File: src/rtl/button_event_pkg.sv
// Shared types and elaboration helpers for the button event sequencer.
package button_event_pkg;

  typedef enum logic [2:0] {
    IDLE      = 3'd0,
    PRESS1    = 3'd1,
    WAIT_GAP  = 3'd2,
    PRESS2    = 3'd3,
    LONG_HOLD = 3'd4
  } state_e;

  function automatic int unsigned cycles_per_ms(input int unsigned clk_freq);
    return clk_freq / 1000;
  endfunction

  function automatic int unsigned max_u(input int unsigned a, input int unsigned b);
    return (a > b) ? a : b;
  endfunction

endpackage

File: src/rtl/ms_tick_timer.sv
// Millisecond prescaler plus saturating millisecond counter, both restarted by clear_i.
module ms_tick_timer
  import button_event_pkg::*;
#(
  parameter int unsigned ClkFreq = 100_000_000,
  parameter int unsigned MaxMs   = 1000,
  localparam int unsigned CntW   = $clog2(MaxMs + 1)
) (
  input  logic            clk_i,
  input  logic            rst_i,
  input  logic            clear_i,
  output logic            ms_stb_o,
  output logic [CntW-1:0] ms_cnt_o
);

  localparam int unsigned CyclesPerMs = cycles_per_ms(ClkFreq);
  localparam int unsigned PreW        = (CyclesPerMs > 1) ? $clog2(CyclesPerMs) : 1;
  localparam logic [PreW-1:0] PreMax  = PreW'(CyclesPerMs - 1);
  localparam logic [CntW-1:0] CntMax  = CntW'(MaxMs);

  logic [PreW-1:0] pre_q;

  // Strobe marks the last cycle of each millisecond since the last clear.
  assign ms_stb_o = (pre_q == PreMax);

  always_ff @(posedge clk_i) begin
    if (rst_i || clear_i) begin
      pre_q    <= '0;
      ms_cnt_o <= '0;
    end else begin
      pre_q <= ms_stb_o ? '0 : pre_q + PreW'(1);
      if (ms_stb_o && (ms_cnt_o != CntMax)) begin
        ms_cnt_o <= ms_cnt_o + CntW'(1);
      end
    end
  end

endmodule

File: src/rtl/button_event_ctrl.sv
// Classifies debounced button gestures into short press, long press or double click pulses.
module button_event_ctrl
  import button_event_pkg::*;
#(
  parameter int unsigned ClkFreq       = 100_000_000,
  parameter int unsigned LongPressMs   = 1000,
  parameter int unsigned DoubleClickMs = 250
) (
  input  logic clk_i,
  input  logic rst_i,
  input  logic db_level_i,
  input  logic db_tick_i,
  output logic short_press_o,
  output logic long_press_o,
  output logic double_click_o,
  output logic busy_o
);

  localparam int unsigned CyclesPerMs = cycles_per_ms(ClkFreq);
  localparam int unsigned MaxMs       = max_u(LongPressMs, DoubleClickMs);
  localparam int unsigned CntW        = $clog2(MaxMs + 1);
  localparam logic [CntW-1:0] LongLast = CntW'(LongPressMs - 1);
  localparam logic [CntW-1:0] GapLast  = CntW'(DoubleClickMs - 1);

  if (CyclesPerMs < 1) begin : g_bad_clk
    $fatal(1, "button_event_ctrl: ClkFreq gives fewer than 1 cycle per ms");
  end
  if (LongPressMs < 1) begin : g_bad_long
    $fatal(1, "button_event_ctrl: LongPressMs must be >= 1");
  end
  if (DoubleClickMs < 1) begin : g_bad_gap
    $fatal(1, "button_event_ctrl: DoubleClickMs must be >= 1");
  end

  state_e          state_q;
  state_e          state_n;
  logic            level_q;
  logic            fall;
  logic            ms_stb;
  logic [CntW-1:0] ms_cnt;
  logic            timer_clear;
  logic            short_n;
  logic            long_n;
  logic            double_n;

  assign fall        = level_q & ~db_level_i;
  assign timer_clear = (state_n != state_q);

  ms_tick_timer #(
    .ClkFreq (ClkFreq),
    .MaxMs   (MaxMs)
  ) u_timer (
    .clk_i    (clk_i),
    .rst_i    (rst_i),
    .clear_i  (timer_clear),
    .ms_stb_o (ms_stb),
    .ms_cnt_o (ms_cnt)
  );

  always_ff @(posedge clk_i) begin
    if (rst_i) begin
      state_q <= IDLE;
      level_q <= 1'b0;
    end else begin
      state_q <= state_n;
      level_q <= db_level_i;
    end
  end

  // Expiry is checked before release/tick where the gesture rules give it priority.
  always_comb begin
    state_n  = state_q;
    short_n  = 1'b0;
    long_n   = 1'b0;
    double_n = 1'b0;
    unique case (state_q)
      IDLE: begin
        if (db_tick_i) state_n = PRESS1;
      end
      PRESS1: begin
        if (ms_stb && (ms_cnt == LongLast)) begin
          long_n  = 1'b1;
          state_n = LONG_HOLD;
        end else if (fall) begin
          state_n = WAIT_GAP;
        end
      end
      WAIT_GAP: begin
        if (db_tick_i) begin
          state_n = PRESS2;
        end else if (ms_stb && (ms_cnt == GapLast)) begin
          short_n = 1'b1;
          state_n = IDLE;
        end
      end
      PRESS2: begin
        if (fall) begin
          double_n = 1'b1;
          state_n  = IDLE;
        end
      end
      LONG_HOLD: begin
        if (!db_level_i) state_n = IDLE;
      end
      default: state_n = IDLE;
    endcase
  end

  always_ff @(posedge clk_i) begin
    if (rst_i) begin
      short_press_o  <= 1'b0;
      long_press_o   <= 1'b0;
      double_click_o <= 1'b0;
      busy_o         <= 1'b0;
    end else begin
      short_press_o  <= short_n;
      long_press_o   <= long_n;
      double_click_o <= double_n;
      busy_o         <= (state_n != IDLE);
    end
  end

endmodule
File: config.mk
export PLATFORM = sky130hd
export DESIGN_NAME = button_event_ctrl
export DESIGN_NICKNAME = d
export VERILOG_FILES = /design/src/rtl/button_event_pkg.sv /design/src/rtl/ms_tick_timer.sv /design/src/rtl/button_event_ctrl.sv
export SDC_FILE = /design/constraint.sdc
export NUM_CORES = 1
export LEC_CHECK = 0
export CAP_MARGIN = 10
export CORE_MARGIN = 2
export CORE_UTILIZATION = 40
export CTS_BUF_LIST = sky130_fd_sc_hd__clkbuf_4 sky130_fd_sc_hd__clkbuf_8
export DETAILED_ROUTE_END_ITERATION = 10
export GPL_TIMING_DRIVEN = 0
export PLACE_DENSITY = 0.63
export SETUP_SLACK_MARGIN = 0.3
export SYNTH_ARGS = -nofsm -noshare
export SYNTH_HDL_FRONTEND = slang
export SYNTH_SLANG_ARGS = --single-unit
File: constraint.sdc
create_clock -name clk_i -period 2.1 [get_ports clk_i]
set_input_delay 0.42 -clock clk_i [delete_from_list [all_inputs] [get_ports clk_i]]
set_output_delay 0.42 -clock clk_i [all_outputs]
set_load 0.02 [all_outputs]
==> results of run 1 <==
## critical path: cells and delay by family (launching register included)
family,cells,cell delay (ps)
compound gates,1,230
flops,1,370
simple gates,4,770
fa+ha+maj,1,140
buf+inv,2,240
## layout by cell type (no fill, tap or decap), drive strengths merged, types with 2 or more instances in the layout
cell type      instances
a31oi                  2
xor2                   7
nor4                   4
nand2b                 2
ha                     4
dfxtp                 35
nor3                   7
inv                   10
clkbuf                 9
a21oi                  6
nor4bb                 2
nor4b                  2
o21ai                  2
and4                   2
and3                   3
and2                   2
nand3b                 2
nor3b                  2
nand4                  8
or4b                   2
or3                    3
or2                    2
xnor2                 14
nor2                  33
clkdlybuf4s50          5
buf                   19
nand3                  9
nand2                 17
## final timing paths
| kind | from | to |
|---|---|---|
| setup reg to reg | u_timer.ms_cnt_o[1]$_SDFFE_PP0P_ | u_timer.ms_cnt_o[8]$_SDFFE_PP0P_ |
| hold reg to reg | u_timer.ms_cnt_o[7]$_SDFFE_PP0P_ | u_timer.ms_cnt_o[7]$_SDFFE_PP0P_ |
| setup / recovery | u_timer.ms_cnt_o[1]$_SDFFE_PP0P_ | u_timer.ms_cnt_o[8]$_SDFFE_PP0P_ |
| hold / removal | rst_i | level_q$_SDFF_PP0_ |
## layer usage
metal	share of wire, %	up-vias
met4	2.5	0
met1	45	719
li1	-	762
met3	4.5	10
met2	48	41
met5	0	-
## what timing repair did
action / in CTS / in global routing
gates cloned: 0 / 2
pin swaps: 10 / 8
hold endpoints to repair: 0 / 0
buffers inserted: 11 / 5
gates resized for setup: 24 / 33
endpoints found under the setup margin: 31 / 24
## cell type report
| type | count | area, µm² |
|---|---|---|
| Inverter | 10 | 37.5 |
| Timing Repair Buffer | 25 | 262 |
| Clock inverter | 2 | 35.0 |
| Sequential cell | 35 | 724 |
| Multi-Input combinational cell | 149 | 1140 |
| Buffer | 4 | 46.3 |
| Clock buffer | 6 | 82.6 |
| Fill cell | 365 | 1640 |
| Tap cell | 50 | 62.6 |
## flip-flops by register name, indices dropped and copies added (netlist names)
| signal | count |
|---|---|
| double_click_o | 1 |
| level_q | 1 |
| busy_o | 1 |
| u_timer.ms_cnt_o | 10 |
| short_press_o | 1 |
| long_press_o | 1 |
| u_timer.pre_q | 17 |
| state_q | 3 |
## power groups by stage
stage	logic (µW)	clock network [µW]	registers, µW
floorplan	38.5	0	696
global placement	64.8	0	694
detailed placement	65.8	0	694
CTS	78.3	646	677
global route	122	669	676
finish	113	628	675
## logic make-up after synthesis
group,synth area share (%)
AND/OR/NAND/NOR,34.3
adder cells (fa/ha/maj),2.95
flip-flops,41.3
buffers and inverters,3.24
AO/OA/AOI/OAI,6.85
multiplexers,0.590
XOR/XNOR,10.8
## stage by stage
step	hold WS, ps	instance area [µm²]
after global placement	439	1860
after global routing	417	2390
final	417	2390
after CTS	501	2150
after floorplan	428	1730
after detailed placement	450	1860
==> flow_summary.ini, run 1 <==
[status]
status = finished, final reports clean

[placed_design]
numPortBuffers = 7
hpwl_um = 2420
pre_cts_slack_ps = -370
gp_congestion = 0.863
place_inst = 255

[global_route]
grt_util_met3_pct = 4.39
grtUsageMet2_pct = 25.5
grt_max_degree = 12
antenna_found_initial = 0
grt_use_total_pct = 16.9
grt_use_met1_pct = 21.7
grt_pass1_vias = 1412
grt_first_pass_wirelength_um = 6470
gr-max-usage-layer = met2
overflow = 0

[synthesis]
syn-cell-area_mm2 = 0.00170
ys.flop_type = dfxtp_1
ys_warn_count = 0
synth_top_area_share_pct = 41.3
ys_top_cells_by_area = dfxtp_1 41%, nor2_1 7.3%, xnor2_1 7.2%
ys_seq_area_share_pct = 41.3
synth-edff-count = 0
post-synth-top-count-cell = dfxtp_1
synth_top_area_cell = dfxtp_1
synthArstFlopShare_pct = 0
synth_fp_nets = 206
yosys-top-cells-count = 35 x dfxtp_1, 33 x nor2_1, 17 x nand2_1, 14 x xnor2_1, 10 x inv_1
ys_ff_latch = 35
synthesis.instances = 198
synth_area_per_cell_um2 = 8.58
synth.distinct_cells = 43

[sta]
maxSlewViolCount = 0
fmax_ghz = 0.537
relSlewSlack_pct = 67.4
fin_ws_ps = 237
tns_ps = 0
finalSetupViolations = 0
rsz0062_at_grt = yes
tightestPinTransition_ps = 484
post-route-period-util_pct = 88.7
period_minus_slack_ps = 1860
hold_violations = 0
clock_skew_ps = 6.78

[clock_tree]
cts_buffer_depth = 2
clk_pin_slew_ps = 70
cts-root-buf = clkbuf_8
cts_tree = yes
cts.sink_count = 35
cts_hold_buffers = 0
clk_latency_ps = 290
cts-htree-levels = 2
cts_made_buffers = 5

[layout]
final_cells = 281
nNetsFinal = 238
antenna_cells = 0
area_growth_pct = 40.5
fin_util_pct = 59.2
drive_above_1_share_pct = 31.2

[pwr]
pwr-share-clk_pct = 44.4
switching_share_pct = 21.4
p_int_uw = 1110
power_uw = 1420
cellLeakagePower_uw = 0.000840
p_sw_uw = 303
power_frac_seq_pct = 47.6
p_comb_share_pct = 8.0
peakVddDrop_v = 0.000386
powerDensity_mw_per_mm2 = 594

[floorplan]
coreArea_mm2 = 0.00403
die_area_mm2 = 0.00478
start_util_pct = 42.1
ios = 8
die_w_um = 69.2
die_h_um = 69.2
fp-row-count = 23

[route]
ant_nets = 0
first_iter_violations = 79
wire_per_inst_um = 15.0
dr.pass1.iters = 4
viasPerCell = 5.45
vias = 1532
routed_wl_um = 4230
drcViolationCount = 0

[min_path]
hold_path_depth = 2
hold_path.class = primary input to flip-flop

[flow_run]
drv_cap = 0

[setup_path]
critical_path_required_ps = 2290
cp_max_fo = 5
cp_slowest_stage_delay_ps = 370
ff2ff_setup_slack_ps = 240
critical_path_arrival_ps = 2050
crit_path_end_kind = flip-flop
worstRegToRegCells = 8
crit_chain = inv_1, ha_1, nor4b_1, nand4_1, nor3_2, o22a_2, clkbuf_16, nor2_1
crit_type = flip-flop to flip-flop
cp-start-kind = flip-flop
slowest_stage = dfxtp_4
Note: power is estimated with default switching activity, not from simulation.
==> run 2, diff against run 1 <==
- CORE_UTILIZATION: 40 -> 35
- PLACE_DENSITY: 0.63 -> 0.57
==> run 2 against run 1 <==
Against the previous run: global-route usage fell by 2.2 points; non-clock buffer count shrank 10; clock skew down 4.1 ps; sequential cell count unchanged; largest power group unchanged; highest routed layer unchanged.
==> flow_summary.ini, run 2 (synthesis gave the netlist of run 1 again) <==
[sta]
relSlewSlack_pct = 65.8
hold_violations = 0
clock_skew_ps = 2.65
finalSetupViolations = 0
tightestPinTransition_ps = 509
post-route-period-util_pct = 85.0
period_minus_slack_ps = 1780
fmax_ghz = 0.560
rsz0062_at_grt = yes
maxSlewViolCount = 0

[floorplan]
coreArea_mm2 = 0.00469
fp-row-count = 25
die_h_um = 73.7
ios = 8
die_area_mm2 = 0.00542
die_w_um = 73.7
start_util_pct = 36.2

[setup_path]
r2r_start = u_timer.pre_q[6]$_SDFF_PP0_
crit_type = flip-flop to flip-flop
cp_max_fo = 9
ff2ff_setup_slack_ps = 320
critical_path_arrival_ps = 1960
cp-start-kind = flip-flop
crit_path_end_kind = flip-flop
worstRegToRegCells = 7
critPathLaunch = u_timer.pre_q[6]$_SDFF_PP0_
critical_path_required_ps = 2270
cp-endpoint = busy_o$_SDFF_PP0_
r2r-end = busy_o$_SDFF_PP0_

[clock_tree]
clk_pin_slew_ps = 70
cts-root-buf = clkbuf_8
clk_latency_ps = 290
cts_tree = yes
cts.sink_count = 35
cts-htree-levels = 2
cts_made_buffers = 5
cts_buffer_depth = 2
cts_hold_buffers = 0

[layout]
largest_reg_flops = 17
top_regs = u_timer.pre_q: 17 flops, u_timer.ms_cnt_o: 10 flops, state_q: 3 flops
largest-register = u_timer.pre_q
final_common_cell = nor2_1
fin_util_pct = 46.2
drive_above_1_share_pct = 24.0
area_growth_pct = 27.8
finalInstanceArea_mm2 = 0.00217
fillers = 472
nNetsFinal = 228
final_cell_mix = 33 x nor2_1, 24 x dfxtp_1, 16 x nand2_1
antenna_cells = 0

[pwr]
cellLeakagePower_uw = 0.000720
powerDensity_mw_per_mm2 = 607
peakVddDrop_v = 0.000269

[placed_design]
gp_congestion = 0.805
numPortBuffers = 7
placed_area_mm2 = 0.00187
hpwl_um = 2410

[global_route]
antenna_found_initial = 0
grt_use_total_pct = 14.7
grt_first_pass_wirelength_um = 6000
grt_max_degree = 11
overflow = 0
grt_pass1_vias = 1257

[route]
wire_per_inst_um = 13.2
ant_nets = 0
viasPerCell = 5.11
drcViolationCount = 0
dr.pass1.iters = 5
first_iter_violations = 28
routed_wl_um = 3630
vias = 1405

[status]
status = finished, final reports clean

[min_path]
hold_path.class = flip-flop to flip-flop

[flow_run]
drv_cap = 0
[run 2: report_power, final]
part           internal, µW  total (µW)  switching [µW]
clock                   312         558             246
sequential              671         677            5.77
combinational          39.1        82.7            43.6
[run 2: cell type report]
type | instances | area (µm²) | area share (%)
plain buffers | 4 | 45.0 | 2.08
clock buffers | 8 | 104 | 4.79
inverters | 10 | 37.5 | 1.73
multi-input cells | 149 | 1060 | 49.0
flip-flops and latches | 35 | 719 | 33.2
well taps | 54 | 67.6 | 3.11
repair buffers | 15 | 133 | 6.11
[run 2: repair_timing]
item	in CTS	in global routing
endpoints found under the hold margin	0	0
buffers inserted	8	0
gates resized for setup	19	20
endpoints found under the setup margin	31	25
pin swaps	6	4
[run 2: per-layer routing]
metal  up-vias  part of all wire (%)  global-route usage (%)
li1        738                     -                       -
met1       636                    49                    19.6
met2        20                    45                    21.5
met3        11                   3.4                    4.25
met4         0                   2.5                    7.07
met5         -                     0                       0
[run 2: worst min-delay path by stage]
| stage | startpoint | end | cells past startpoint |
|---|---|---|---|
| floorplan | u_timer.pre_q[0]$_SDFF_PP0_ | u_timer.pre_q[0]$_SDFF_PP0_ | 1 |
| global placement | u_timer.pre_q[0]$_SDFF_PP0_ | u_timer.pre_q[0]$_SDFF_PP0_ | 1 |
| finish | u_timer.ms_cnt_o[7]$_SDFFE_PP0P_ | u_timer.ms_cnt_o[7]$_SDFFE_PP0P_ | 2 |
| global route | u_timer.ms_cnt_o[7]$_SDFFE_PP0P_ | u_timer.ms_cnt_o[7]$_SDFFE_PP0P_ | 2 |
| CTS | u_timer.ms_cnt_o[7]$_SDFFE_PP0P_ | u_timer.ms_cnt_o[7]$_SDFFE_PP0P_ | 2 |
| detailed placement | u_timer.pre_q[0]$_SDFF_PP0_ | u_timer.pre_q[0]$_SDFF_PP0_ | 1 |
[run 2: stage by stage]
step	worst slack, ps	power [µW]	instances	hold slack, ps	TNS [ps]
2_1_floorplan	259	734	198	428	0
3_3_place_gp	-408	759	259	443	-5220
3_5_place_dp	-404	759	259	444	-5200
4_1_cts	250	1330	275	503	0
5_1_grt	242	1380	275	516	0
6_report	316	1320	275	499	0
[run 2: worst max-delay path: stages, from the launching register on]
cell and delay, ps:
dfxtp_2 360, nor4b_4 380, buf_4 180, nand4_1 100, buf_6 170, nor3_4 160
o32a_1 220, o211ai_1 90
==> RTL change (settings of run 1) <==
Reset style: asynchronous (`rst_i`), changed in 2 clocked blocks.
--- a/src/rtl/button_event_ctrl.sv
+++ b/src/rtl/button_event_ctrl.sv
@@ -58,5 +58,5 @@
   );
 
-  always_ff @(posedge clk_i) begin
+  always_ff @(posedge clk_i or posedge rst_i) begin
     if (rst_i) begin
       state_q <= IDLE;
@@ -107,5 +107,5 @@
   end
 
-  always_ff @(posedge clk_i) begin
+  always_ff @(posedge clk_i or posedge rst_i) begin
     if (rst_i) begin
       short_press_o  <= 1'b0;
Check against the original RTL: differs if rst_i is asserted again (counterexample within 4 cycles, from zero or initial values and one cycle with rst_i high); with rst_i held inactive, the same outputs for 10 cycles.
==> RTL change against run 1 <==
The run now ends with negative setup slack left. Routed wire length decreased by 13%. Sequential cell count stayed put. Synthesized area is 0.22% lower. Cell area fell by 7.6%. Critical path type unchanged. Worst setup slack lost 0.50 ns.
Power is not compared: it rests on default switching activity, and its combinational part moved more than twofold at a synthesized area within 25%.
==> RTL change: results (changes against run 1) <==
Power and ir drop
  • Worst vdd ir: 0.0003988 V
  • Pwr dens: 701.6 mW/mm²
  • LEAKAGE: 0.0007763 µW
  • Int Pwr: 1145 µW
  • Sequential Power Share: 46.1%
  • Clk pwr share: 35.6%

Setup path
  • R2R depth: 11 (was 8)
  • Worst-path fanout max: 4 (was 5)
  • Delay-heaviest family, CP: simple AND/OR/NAND/NOR gates (unchanged)
  • CP max stage delay: 0.49 ns (was 0.37 ns)
  • Slowest-stage cell, CP: or4_1 (was dfxtp_4)
  • CP Data Arrival Time: 2.55 ns (was 2.05 ns)

Drt
  • Post-DR vias/cell: 5.316 (was 5.452)
  • Initial DRC count: 69 (was 79)
  • Drt first pass iters: 4 (unchanged)
  • Final wirelength: 3662 µm (was 4227 µm)

Placed design
  • DP Wirelength: 2296 µm (was 2420 µm)
  • GPL Wtd Cong: 0.8304 (was 0.8629)
  • Worst slack at placement: -0.3207 ns (was -0.3705 ns)
  • IO buf count: 7 (unchanged)

Clock tree
  • Longest Clk Path Bufs: 2 (unchanged)
  • TritonCTS Buffers: 5 (unchanged)
  • Post-CTS setup buffers: 9 (was 11)
  • # H-tree levels: 2 (unchanged)
  • Clock transition at path regs: 0.07 ns (about the same)
  • Clk root buf: clkbuf_8 (unchanged)
  • Worst-skew pair later-pin latency: 0.29 ns (about the same)
  • Post_cts resized: 18 (was 24)

Global route
  • Total GRT Usage: 15.52% (was 16.90%)
  • Number of global-route vias before repair: 1,357 (was 1,412)
  • Initial antenna violation count: 0 (unchanged)
  • Pin count of the biggest net entering global routing: 11 (was 12)
  • First-pass GRT wire length: 6092 µm (was 6465 µm)

Synthesis
  • Synth area leaders: dfxtp_1 32%, dfrtp_1 12%, nor2_1 8.0% (was dfxtp_1 41%, nor2_1 7.3%, xnor2_1 7.2%)
  • Commonest cells post-synth: 36 x nor2_1, 27 x dfxtp_1, 12 x nand3_1, 12 x xnor2_1 (was 35 x dfxtp_1, 33 x nor2_1, 17 x nand2_1, 14 x xnor2_1, 10 x inv_1)
  • Asr flop ratio synth: 22.86% (was 0%)
  • Synth unique cells: 38 (was 43)
  • Sequential fraction of the synthesis area: 43.72% (was 41.27%)
  • Synth warnings: 0 (unchanged)
  • Syn nets: 202 (was 206)

Finish
  • Diodes inserted: 0 (unchanged)
  • Final Net Count: 232 (was 238)
  • Filler cells: 371 (was 365)
  • Top flop regs: u_timer.pre_q (17), u_timer.ms_cnt_o (10), state_q (3) (unchanged)
  • Layout cells sized above 1: 23.56% (was 31.17%)

STA
  • Max transition margin: 61.60% (was 67.44%)
  • Setup-failing EPs final: 12 (was 0)
  • Setup TNS: -2.802 ns (was 0 ns)
  • Final WS setup: -0.2652 ns (was 0.2373 ns)
  • Hold Slack: 0.4208 ns (was 0.4169 ns)
  • Final worst clock skew: 0.007317 ns (was 0.006777 ns)

Status
  • Failing checks: negative setup slack
  • Outcome: finished with violations (was finished, final reports clean)

Min path
  • Min-Delay Path Class: input port to async pin (was input port to register)
[RTL change: stage by stage]
step | instances | instance area, µm²
floorplan | 194 | 1722
global placement | 251 | 1854
detailed placement | 251 | 1854
CTS | 269 | 2092
global route | 275 | 2206
finish | 275 | 2206
[RTL change: cell families after synthesis]
| kind of cell | count (synthesis) | synth area share [%] |
|---|---|---|
| AND/OR/NAND/NOR | 106 | 33.16 |
| XOR/XNOR | 23 | 11.89 |
| flip-flops | 35 | 43.72 |
| AO/OA/AOI/OAI | 11 | 4.579 |
| multiplexers | 1 | 0.5909 |
| adder cells (fa/ha/maj) | 4 | 2.954 |
| buffers and inverters | 14 | 3.102 |
[RTL change: final timing paths]
check                                             startpoint                          end
worst max-delay path            u_timer.pre_q[11]$_SDFF_PP0_  u_timer.pre_q[0]$_SDFF_PP0_
worst min-delay path                                   rst_i         state_q[2]$_DFF_PP0_
worst max register to register  u_timer.pre_q[11]$_SDFF_PP0_  u_timer.pre_q[0]$_SDFF_PP0_
worst min register to register   u_timer.pre_q[0]$_SDFF_PP0_  u_timer.pre_q[0]$_SDFF_PP0_
max in group asynchronous                              rst_i         state_q[0]$_DFF_PP0_
min in group clk_i                                db_level_i            level_q$_DFF_PP0_
[RTL change: metal layers]
metal	track usage [%]	share of wire, %	up-vias
met5	0	0	-
met4	6.536	1.6	0
met3	3.947	2.8	9
met2	23.40	47	22
met1	21.06	49	699
li1	-	-	732
[RTL change: area by class of cell]
| class | instances | share of cell area (%) |
|---|---|---|
| clock buffers | 8 | 4.708 |
| inverters | 7 | 1.191 |
| flip-flops and latches | 35 | 34.03 |
| plain buffers | 7 | 2.893 |
| repair buffers | 23 | 10.27 |
| multi-input cells | 145 | 44.07 |
| well taps | 50 | 2.836 |
